===== src/rtl/predictor_pkg.sv =====
// rtl/predictor_pkg.sv - shared width, scheduler state encoding and feedback entry type
package predictor_pkg;

   localparam int ADDR_WIDTH = 32;

   typedef enum logic [1:0] {
      ST_IDLE  = 2'd0,
      ST_DRAIN = 2'd1,
      ST_FORCE = 2'd2
   } sched_state_e;

   typedef struct packed {
      logic [ADDR_WIDTH-1:0] pc;
      logic                  taken;
   } fb_entry_t;

endpackage


===== src/rtl/predictor_fb_fifo.sv =====
// rtl/predictor_fb_fifo.sv - synchronous feedback FIFO with push/pop, occupancy count and head
module predictor_fb_fifo #(
   parameter int WIDTH = 33,
   parameter int DEPTH = 4
) (
   input  logic                     clk,
   input  logic                     rst,
   input  logic                     push,
   input  logic                     pop,
   input  logic [WIDTH-1:0]         push_data,
   output logic [WIDTH-1:0]         head,
   output logic [$clog2(DEPTH):0]   count
);
   localparam int PTR_W = $clog2(DEPTH);
   localparam int CNT_W = PTR_W + 1;

   logic [WIDTH-1:0] mem_q [DEPTH];
   logic [PTR_W-1:0] wr_ptr_q, wr_ptr_d;
   logic [PTR_W-1:0] rd_ptr_q, rd_ptr_d;
   logic [CNT_W-1:0] count_q, count_d;

   always_comb begin
      wr_ptr_d = wr_ptr_q + PTR_W'(push);
      rd_ptr_d = rd_ptr_q + PTR_W'(pop);
      count_d  = count_q + CNT_W'(push) - CNT_W'(pop);
   end

   // Storage is not reset; only pointers and count define which entries are live.
   always_ff @(posedge clk) begin
      if (rst) begin
         wr_ptr_q <= '0;
         rd_ptr_q <= '0;
         count_q  <= '0;
      end else begin
         wr_ptr_q <= wr_ptr_d;
         rd_ptr_q <= rd_ptr_d;
         count_q  <= count_d;
         if (push) begin
            mem_q[wr_ptr_q] <= push_data;
         end
      end
   end

   assign head  = mem_q[rd_ptr_q];
   assign count = count_q;

endmodule


===== src/rtl/predictor_update_scheduler.sv =====
// rtl/predictor_update_scheduler.sv - shares the predictor port between fetch predictions and queued commit feedback
// Optional statistics counters are enabled by defining PREDICTOR_SCHED_STATS_EN.
module predictor_update_scheduler #(
   parameter int ADDR_WIDTH   = predictor_pkg::ADDR_WIDTH,
   parameter int FB_DEPTH     = 4,
   parameter int STARVE_LIMIT = 8
) (
   input  logic                  Sys_clk,
   input  logic                  Sys_rst,
   input  logic                  Sys_rdy,
   input  logic                  IF_predict_req,
   input  logic [ADDR_WIDTH-1:0] IF_pc,
   output logic                  SCHIF_predict_valid,
   output logic                  SCHIF_predict_result,
   input  logic                  ROB_fb_valid,
   input  logic [ADDR_WIDTH-1:0] ROB_fb_pc,
   input  logic                  ROB_fb_taken,
   output logic                  SCHROB_fb_ready,
   output logic                  SCHPD_predict_en,
   output logic [ADDR_WIDTH-1:0] SCHPD_pc,
   output logic                  SCHPD_feedback_en,
   output logic                  SCHPD_branch_result,
   output logic [ADDR_WIDTH-1:0] SCHPD_feedback_pc,
   input  logic                  PDSCH_predict_result
`ifdef PREDICTOR_SCHED_STATS_EN
   ,
   output logic [31:0]           SCH_stat_predicts,
   output logic [31:0]           SCH_stat_updates,
   output logic [31:0]           SCH_stat_forced
`endif
);
   import predictor_pkg::*;

   localparam int CNT_W = $clog2(FB_DEPTH) + 1;
   localparam int SC_W  = $clog2(STARVE_LIMIT + 1);
   localparam logic [SC_W-1:0]  STARVE_MAX = SC_W'(STARVE_LIMIT);
   localparam logic [CNT_W-1:0] FULL_CNT   = CNT_W'(FB_DEPTH);

   sched_state_e     state_q, state_d;
   logic [SC_W-1:0]  starve_q, starve_d;
   logic [CNT_W-1:0] count;
   logic [CNT_W-1:0] count_after_pop;
   logic [ADDR_WIDTH:0] head;
   logic push, pop, grant;

   assign SCHROB_fb_ready = (count < FULL_CNT);
   assign push            = Sys_rdy & ROB_fb_valid & SCHROB_fb_ready;
   assign count_after_pop = count - CNT_W'(1) + CNT_W'(push);

   always_comb begin
      state_d  = state_q;
      starve_d = starve_q;
      grant    = 1'b0;
      pop      = 1'b0;
      if (Sys_rdy) begin
         case (state_q)
            ST_IDLE: begin
               grant = IF_predict_req;
               if (push) state_d = ST_DRAIN;
            end
            ST_DRAIN: begin
               if (IF_predict_req) begin
                  grant = 1'b1;
                  if (starve_q != STARVE_MAX) starve_d = starve_q + SC_W'(1);
                  if (starve_d == STARVE_MAX) state_d = ST_FORCE;
               end else begin
                  pop      = 1'b1;
                  starve_d = '0;
                  state_d  = (count_after_pop == '0) ? ST_IDLE : ST_DRAIN;
               end
            end
            ST_FORCE: begin
               // The fetcher sees no grant this cycle and retries.
               pop      = 1'b1;
               starve_d = '0;
               state_d  = (count_after_pop == '0) ? ST_IDLE : ST_DRAIN;
            end
            default: state_d = ST_IDLE;
         endcase
      end
   end

   always_ff @(posedge Sys_clk) begin
      if (Sys_rst) begin
         state_q  <= ST_IDLE;
         starve_q <= '0;
      end else begin
         state_q  <= state_d;
         starve_q <= starve_d;
      end
   end

   predictor_fb_fifo #(
      .WIDTH (ADDR_WIDTH + 1),
      .DEPTH (FB_DEPTH)
   ) u_fb_fifo (
      .clk       (Sys_clk),
      .rst       (Sys_rst),
      .push      (push),
      .pop       (pop),
      .push_data ({ROB_fb_pc, ROB_fb_taken}),
      .head      (head),
      .count     (count)
   );

   assign SCHPD_predict_en     = grant;
   assign SCHIF_predict_valid  = grant;
   assign SCHIF_predict_result = grant & PDSCH_predict_result;
   assign SCHPD_pc             = IF_pc;
   assign SCHPD_feedback_en    = pop;
   assign SCHPD_feedback_pc    = head[ADDR_WIDTH:1];
   assign SCHPD_branch_result  = head[0];

`ifdef PREDICTOR_SCHED_STATS_EN
   logic [31:0] stat_predicts_q, stat_predicts_d;
   logic [31:0] stat_updates_q, stat_updates_d;
   logic [31:0] stat_forced_q, stat_forced_d;

   always_comb begin
      stat_predicts_d = stat_predicts_q + 32'(grant);
      stat_updates_d  = stat_updates_q + 32'(pop);
      stat_forced_d   = stat_forced_q + 32'(pop && (state_q == ST_FORCE));
   end

   always_ff @(posedge Sys_clk) begin
      if (Sys_rst) begin
         stat_predicts_q <= '0;
         stat_updates_q  <= '0;
         stat_forced_q   <= '0;
      end else begin
         stat_predicts_q <= stat_predicts_d;
         stat_updates_q  <= stat_updates_d;
         stat_forced_q   <= stat_forced_d;
      end
   end

   assign SCH_stat_predicts = stat_predicts_q;
   assign SCH_stat_updates  = stat_updates_q;
   assign SCH_stat_forced   = stat_forced_q;
`endif

endmodule


===== config.mk =====
export PLATFORM = sky130hd
export DESIGN_NAME = predictor_update_scheduler
export DESIGN_NICKNAME = d
export VERILOG_FILES = /design/src/rtl/predictor_pkg.sv /design/src/rtl/predictor_fb_fifo.sv /design/src/rtl/predictor_update_scheduler.sv
export SDC_FILE = /design/constraint.sdc
export NUM_CORES = 1
export LEC_CHECK = 0
export BUFFER_PORTS_ARGS = -buffer_cell sky130_fd_sc_hd__buf_2
export CORE_MARGIN = 3
export CORE_UTILIZATION = 35
export DETAILED_ROUTE_END_ITERATION = 6
export GPL_TIMING_DRIVEN = 0
export PLACE_DENSITY = 0.57
export SYNTH_ARGS = -nofsm -noshare
export SYNTH_HDL_FRONTEND = slang
export SYNTH_SLANG_ARGS = --single-unit

===== constraint.sdc =====
create_clock -name Sys_clk -period 5.7 [get_ports Sys_clk]
set_clock_uncertainty 0.2 [all_clocks]
set_input_delay 0.855 -clock Sys_clk [delete_from_list [all_inputs] [get_ports Sys_clk]]
set_output_delay 0.855 -clock Sys_clk [all_outputs]
set_load 0.02 [all_outputs]

Word level (Yosys, flattened, before mapping) --
Memory sizes are Yosys's and may differ from the RTL's. A register that Yosys moved wholly into a read port is not among the register bits. Index checks and enable logic that the tools add are counted.
Word-level totals: flip-flop bits (word level) 13, bits in latches 0, memory bits (writable) 132, memory bits (read-only) 0, output and inout bits 70, word-level logic and storage cells 49, memories 1
Cells by class: $add $sub $neg 7, multiply operators 0, div/mod/pow operators 0, $lt $le $gt $ge 1, equal/unequal tests 6, shift-type cells 0, mux-type cells 21, bitwise operators 3, reduce and logical (&&, ||, !) cells 5
Memory list:
- u_fb_fifo.mem_q | words 4, width 33, rd ports 1, clocked after memory_dff 1, write ports 1, line predictor_fb_fifo.sv:17 | logic [WIDTH-1:0] mem_q [DEPTH];
Operator list (number):
- 4-bit two-way mux | 5
- 1-bit two-way mux | 8
- 2-bit two-way mux | 4
- 4-bit one-hot mux with 2 select lines | 1
- 3-bit by 1-bit adder with 3-bit output | 2
- 2-bit one-hot mux with 3 select lines | 1
- 2-bit by 1-bit adder with 2-bit output | 2
- 4-bit by 1-bit adder with 4-bit output, second input constant | 1
- 4-bit == test, second input constant | 1
- 4-bit != test, second input constant | 1
- 1-bit one-hot mux with 2 select lines | 2
- 1-bit bitwise AND | 3
- 3-bit zero test | 1
- 3-bit less-than comparator, second input constant | 1
- 3-bit != test, second input constant | 1
- 3-bit AND reduction | 1
- 3-bit by 1-bit subtractor with 3-bit output | 1
- 3-bit by 1-bit subtractor with 3-bit output, second input constant | 1
- 2-bit by 1-bit == test with 1-bit output, second input constant | 1
- 2-bit == test, second input constant | 1
- 2-bit zero test | 1
- 2-bit != test, second input constant | 1
- 2-bit AND reduction | 1
- 2-bit nonzero test | 1

Depth between registers and ports, before layout --
Gate-level depths: netlist of run 1.
depth in word-level cells 9, gate-level depth with buffers 13

Cells and area by module --
Synthesis of run 1 repeated with hierarchy kept, for this count alone.
Second synthesis, totals: cell total of the unflattened synthesis 302, area total of the unflattened synthesis 5920.7 um^2
Modules (own cells, without submodules):
- predictor_fb_fifo | instances 1, cells each 203, area an instance 5142.4 um^2, sequential area each 4103.9 um^2
- predictor_update_scheduler | instances 1, cells each 99, area an instance 778.2 um^2, sequential area each 120.1 um^2

Least setup slack after synthesis of run 1 --
Ideal clock, no wire load.
kind input-to-reg, start input Sys_rst, end memory u_fb_fifo.mem_q[2][0], enable pin, arrival time 4.748 ns, required time 4.982 ns, setup slack 0.234 ns, stages on the path 3, path buffers 2, path through clkbuf_1 > buf_1 > nor4b_1
On the way: longest elaborated chain between the ends 2
RTL lines:
- start, declared | line predictor_update_scheduler.sv:9 | input logic Sys_rst,
- 1-bit two-way mux | line predictor_fb_fifo.sv:30 | if (rst) begin
- 1-bit two-way mux (implied by the code) | line predictor_fb_fifo.sv:39 | mem_q[wr_ptr_q] <= push_data;
- end, declared | line predictor_fb_fifo.sv:17
Every way passes these cells.

==> results of run 1 <==
-- routing by layer --
| metal | part of all wire | wire length (um) |
|---|---|---|
| met1 | 0.40 | 4580 |
| met2 | 0.52 | 5920 |
| met3 | 0.071 | 809 |
| met4 | 0.011 | 122 |
| met5 | 0 | 0 |
-- final cells by class --
cell class,count,area [sq um]
fillers,1431,8730
flip-flops and latches,145,4220
multi-input cells,112,1320
repair buffers,119,662
clock buffers,18,429
plain buffers,43,292
well taps,216,270
clock inverters,13,138
inverters,12,45.0
-- sequential cells by signal (all words and copies together), names as in the netlist --
signal and count:
u_fb_fifo.count 3, u_fb_fifo.rd_ptr_q 2, u_fb_fifo.mem_q 132, starve_q 4
u_fb_fifo.wr_ptr_q 2, state_q 2
-- cells in the mapped netlist --
cell type  count
ha_1          12
xor2_1         2
clkbuf_1       4
xnor2_1        4
edfxtp_1     132
nand3b_1       1
dfxtp_1       13
or3_1          1
o211a_1        1
nor3_1         1
buf_1          1
mux4_2        33
o311ai_1       1
buf_2          5
nor4_1         2
a311oi_2       1
or4_1          1
nand2_1        8
a32oi_1        1
o21ai_0        4
nor3b_1        1
nand2b_1       1
nand2_2        1
and3_1         1
nor2b_1        6
nor4b_1        1
a22oi_1        1
inv_1         12
and2_1         1
o211ai_1       1
nand3_1        5
fa_1           1
o311ai_0       1
o22ai_1        1
a21oi_1        5
buf_4         33
nor2_1        12
-- metrics by stage --
stage	total power, W	utilization	area, sq um	setup TNS, ns
final	0.00242	0.458	7380	0
after global routing	0.00252	0.458	7380	0
after CTS	0.00246	0.458	7380	0
after detailed placement	0.00139	0.423	6820	0
after global placement	0.00138	0.414	6670	-196.04
after floorplan	0.00132	-	5860	0
-- report_power, final --
group          internal (W)  switching, W
registers           0.00118    0.00000930
clock network      0.000641      0.000413
logic             0.0000751     0.0000968
-- logic make-up (layout without fill, tap and decap cells) --
group | count (synthesis) | count (layout) | synth area share
flip-flops | 145 | 145 | 0.721
adder cells (fa/ha/maj) | 13 | 13 | 0.0290
buffers and inverters | 55 | 205 | 0.0574
multiplexers | 33 | 33 | 0.127
AND/OR/NAND/NOR | 43 | 43 | 0.0371
XOR/XNOR | 6 | 6 | 0.00896
AO/OA/AOI/OAI | 17 | 17 | 0.0201
-- worst paths after layout --
| kind | from | endpoint | slack (ns) |
|---|---|---|---|
| setup reg to reg | state_q[0] | u_fb_fifo.count[2] | 2.85 |
| hold / removal | starve_q[3] | starve_q[3] | 0.35 |
| hold reg to reg | starve_q[3] | starve_q[3] | 0.35 |
| setup / recovery | u_fb_fifo.rd_ptr_q[1] | SCHPD_feedback_pc[16] | 2.38 |
-- worst min-delay path, cell delays in order, from the launching register on --
cell,delay (ns)
dfxtp_1,0.35
o21ai_0,0.09
a21oi_1,0.06
==> impl_metrics.toml, run 1 <==
[sta]
relSlewSlack = 0.428
drv_slew = 0
setup_slack_ns = 2.38
worst_pin_slew_ns = 0.851
fin_crit_ns = 3.32
fmax_mhz = 301
fin_crit_sh = 0.583
report.final.hold_viol_count = 0
holdWs_ns = 0.347
rsz0062_at_grt = "no"
finalSetupViolCount = 0

[drt]
vias = 3216
initialDrtViolationCount = 191
first_pass_iters = 4
wl_um = 11400
vias_per_cell = 4.74
routedWlPerCell_um = 16.9
drc = 0
ant_nets = 0

[power_and_ir_drop]
power.density_mw_per_mm2 = 328
p_leak_nw = 2.67
vdd_drop_max_mv = 0.201

[grt]
use_met1 = 0.157
grt_pass1_wl_um = 18000
use_met3 = 0.0531
overflow = 0
track_usage = 0.134
met2_usage = 0.228
top_usage_layer = "met2"
antenna_found_initial = 0
grt_max_degree = 22
grt_pass1_vias = 3489

[critical_path]
crit_chain = "clkbuf_1 -> clkbuf_1 -> mux4_2 -> buf_2"
path_delay_family = "buffers and inverters"
r2r_cells = 12
cp.depth = 4
worstSetupPathType = "flip-flop to output pin"
arrival_ns = 2.27
cp-end-kind = "output pin"
cp_slowest_stage_delay_ns = 0.61
cp.required_ns = 4.64
slowest_stage = "clkbuf_1"
crit_path_start_kind = "flip-flop"
crit_top_cell = "clkbuf_1"
crit_buf_inv = 3
path_max_fanout = 10

[clock_tree]
max-clock-path-buffers = 2
post-cts-setup-buffer-count = 0
clk-insertion-delay-late_ns = 0.41
root_buffer = "clkbuf_16"
cts_made_buffers = 17
ctsHtreeMaxLevel = 4
hold_buffers = 0
cts_resized = 0
clkTransAtPathRegs_ns = 0.06
clkSinkCount = 145
cts_tree = "done"

[place]
post-place-ws_ns = 2.37
dp_hpwl_um = 8220
place_congestion = 0.747
dp.cells = 647
numPortBuffers = 107

[final_layout]
drive_gt1_frac = 0.485
layout.cells.non_filler = 678
antenna_cells = 0
nNetsFinal = 534
layout_common_cells = "edfxtp_1 (132), buf_2 (112), buf_4 (42)"
syn_to_final_growth_pct = 25.9
final_common_cell = "edfxtp_1"

[outcome]
status = "finished, final reports clean"

[die]
core_area_sq_mm = 0.0161
dieHeight_um = 135
ios = 141
fp-row-count = 46
die_area_sq_mm = 0.0183
start_util = 0.364
die_w_um = 135

[synth]
yosysWarnings = 0
yosys.cell_types.count = 37
netlist_instances = 312
synth_area_sq_mm = 0.00586
yosysSeqAreaShare = 0.721
synth-seq-cells = 145
syn_nets = 396
syn_area_per_cell_sq_um = 18.8
yosys.area.top_type_share = 0.676
yosys.area.top_type = "edfxtp_1"
netlist_top_cells_area = "edfxtp_1 (68%), mux4_2 (13%), dfxtp_1 (4.4%)"

[hold_path]
min_path_type = "flip-flop to flip-flop"
hold_depth = 2

[job]
cap_violations = 0
Note: power is estimated with default switching activity, not from simulation.
==> inputs of run 2 (changes only) <==
==> constraint.sdc (replaced) <==
create_clock -name Sys_clk -period 3 [get_ports Sys_clk]
set_clock_uncertainty 0.2 [all_clocks]
set_input_delay 0.45 -clock Sys_clk [delete_from_list [all_inputs] [get_ports Sys_clk]]
set_output_delay 0.45 -clock Sys_clk [all_outputs]
set_load 0.02 [all_outputs]
==> impl_metrics.toml, run 2 (synthesis results as in run 1) <==
[critical_path]
worstSetupPathType = "flip-flop to output pin"
cp_slowest_stage_delay_ns = 0.56
crit_path_start_kind = "flip-flop"
crit_chain = "clkbuf_1 -> clkbuf_1 -> mux4_2 -> buf_2"
cp-end-kind = "output pin"
r2r_cells = 12
arrival_ns = 2.20
worstReg2RegEnd = "u_fb_fifo.count[2]"
r2r_setup_slack_ns = 0.21
cp.required_ns = 2.35
path_max_fanout = 10
crit_top_cell = "clkbuf_1"
reg2reg_from = "state_q[0]"
crit_buf_inv = 3
slowest_stage = "clkbuf_1"
path_delay_family = "buffers and inverters"

[final_layout]
nNetsFinal = 529
final_common_cell = "edfxtp_1"
layout.cells.non_filler = 674
regMostFlops = "u_fb_fifo.mem_q"
syn_to_final_growth_pct = 26.3
layout_common_cells = "edfxtp_1 (132), buf_2 (112), mux4_2 (33), buf_4 (33), clkbuf_16 (17)"
antenna_cells = 0
drive_gt1_frac = 0.483
largest_reg_flops = 132

[sta]
rsz0062_at_grt = "no"
relSlewSlack = 0.393
drv_slew = 0
report.final.hold_viol_count = 0
fin_crit_ns = 2.85
worst_pin_slew_ns = 0.904
setup_slack_ns = 0.151
fin_crit_sh = 0.950
fmax_mhz = 351
finalSetupViolCount = 0
holdWs_ns = 0.0502

[place]
numPortBuffers = 107
dp_hpwl_um = 7830
post-place-ws_ns = 0.149
dp.cells = 642
place_congestion = 0.765

[drt]
ant_nets = 0
initialDrtViolationCount = 111
wl_um = 11100
drc = 0
vias = 3138
vias_per_cell = 4.66
first_pass_iters = 4
routedWlPerCell_um = 16.5

[grt]
use_met3 = 0.0416
track_usage = 0.127
top_usage_layer = "met2"
grt_pass1_wl_um = 17300
use_met1 = 0.150
met2_usage = 0.218
antenna_found_initial = 1
overflow = 0
grt_pass1_vias = 3411
grt_max_degree = 25

[clock_tree]
ctsHtreeMaxLevel = 4
clkSinkCount = 145
cts_tree = "done"
cts_made_buffers = 17
max-clock-path-buffers = 2
hold_buffers = 0
clk-insertion-delay-late_ns = 0.41
post-cts-setup-buffer-count = 0
cts_resized = 0
clkTransAtPathRegs_ns = 0.06
root_buffer = "clkbuf_16"

[die]
die_w_um = 135
die_area_sq_mm = 0.0183
dieHeight_um = 135
start_util = 0.364
fp-row-count = 46
core_area_sq_mm = 0.0161
ios = 141

[hold_path]
min_to = "u_fb_fifo.mem_q[2][31]"
hold_depth = 1
hold_start = "ROB_fb_pc[30]"
min_path_type = "input port to flip-flop"

[outcome]
status = "finished, final reports clean"

[power_and_ir_drop]
p_leak_nw = 2.66
p_int_w = 0.00369
comb_power_share = 0.070
switching_share = 0.211
p_seq_frac = 0.485
switching_power_w = 0.000983
p_total_w = 0.00467
vdd_drop_max_mv = 0.383
power.density_mw_per_mm2 = 631
pwr-share-clk = 0.445

[job]
cap_violations = 0
## run 2: metrics by stage
stage | area (sq um) | TNS, ns | utilization
floorplan | 5890 | 0 | -
global placement | 6700 | -102.99 | 0.416
detailed placement | 6810 | 0 | 0.423
CTS | 7400 | 0 | 0.459
global route | 7410 | 0 | 0.460
finish | 7410 | 0 | 0.460
## run 2: layout make-up
cell class / count / area (sq um)
timing repair buffer: 114 / 639
inverter: 12 / 45.0
sequential: 145 / 4220
clock buffer: 18 / 429
tap: 216 / 270
clock inverter: 14 / 164
fill: 1443 / 8710
multi-input combinational: 112 / 1340
buffer: 43 / 292
## run 2: worst max-delay path by stage
stage	depth (start not counted)	endpoint	slack (ns)	start
after global routing	4	SCHPD_feedback_pc[5]	0.01	u_fb_fifo.rd_ptr_q[1]
after global placement	6	u_fb_fifo.mem_q[1][16]	-1.40	ROB_fb_valid
after CTS	4	SCHPD_feedback_pc[19]	0.05	u_fb_fifo.rd_ptr_q[1]
final	4	SCHPD_feedback_pc[5]	0.15	u_fb_fifo.rd_ptr_q[1]
after floorplan	5	u_fb_fifo.mem_q[1][0]	0.01	ROB_fb_valid
after detailed placement	12	u_fb_fifo.count[2]	0.15	state_q[0]
## run 2: worst register-to-register path, stage by stage (launching register included)
cell and delay, ns:
dfxtp_1 0.41, inv_1 0.10, ha_1 0.29, nand2_1 0.16, nor2_2 0.26, ha_1 0.27
inv_1 0.05, ha_1 0.13, inv_1 0.05, fa_1 0.37, xnor2_1 0.18, xnor2_1 0.14
nor2_1 0.05
## run 2: per-layer routing
layer  routed length (um)  vias up  part of all wire
met4                  137        2             0.012
met1                 4590     1542              0.41
li1                     -     1460                 -
met2                 5690      119              0.51
met5                   13        -            0.0012
met3                  696       15             0.063
## run 2: power by group through the flow
stage | registers, W | clock network (W) | logic (W)
floorplan | 0.00230 | 0 | 0.000210
global placement | 0.00231 | 0 | 0.000318
detailed placement | 0.00231 | 0 | 0.000332
CTS | 0.00227 | 0.00213 | 0.000333
global route | 0.00227 | 0.00222 | 0.000360
finish | 0.00227 | 0.00208 | 0.000327
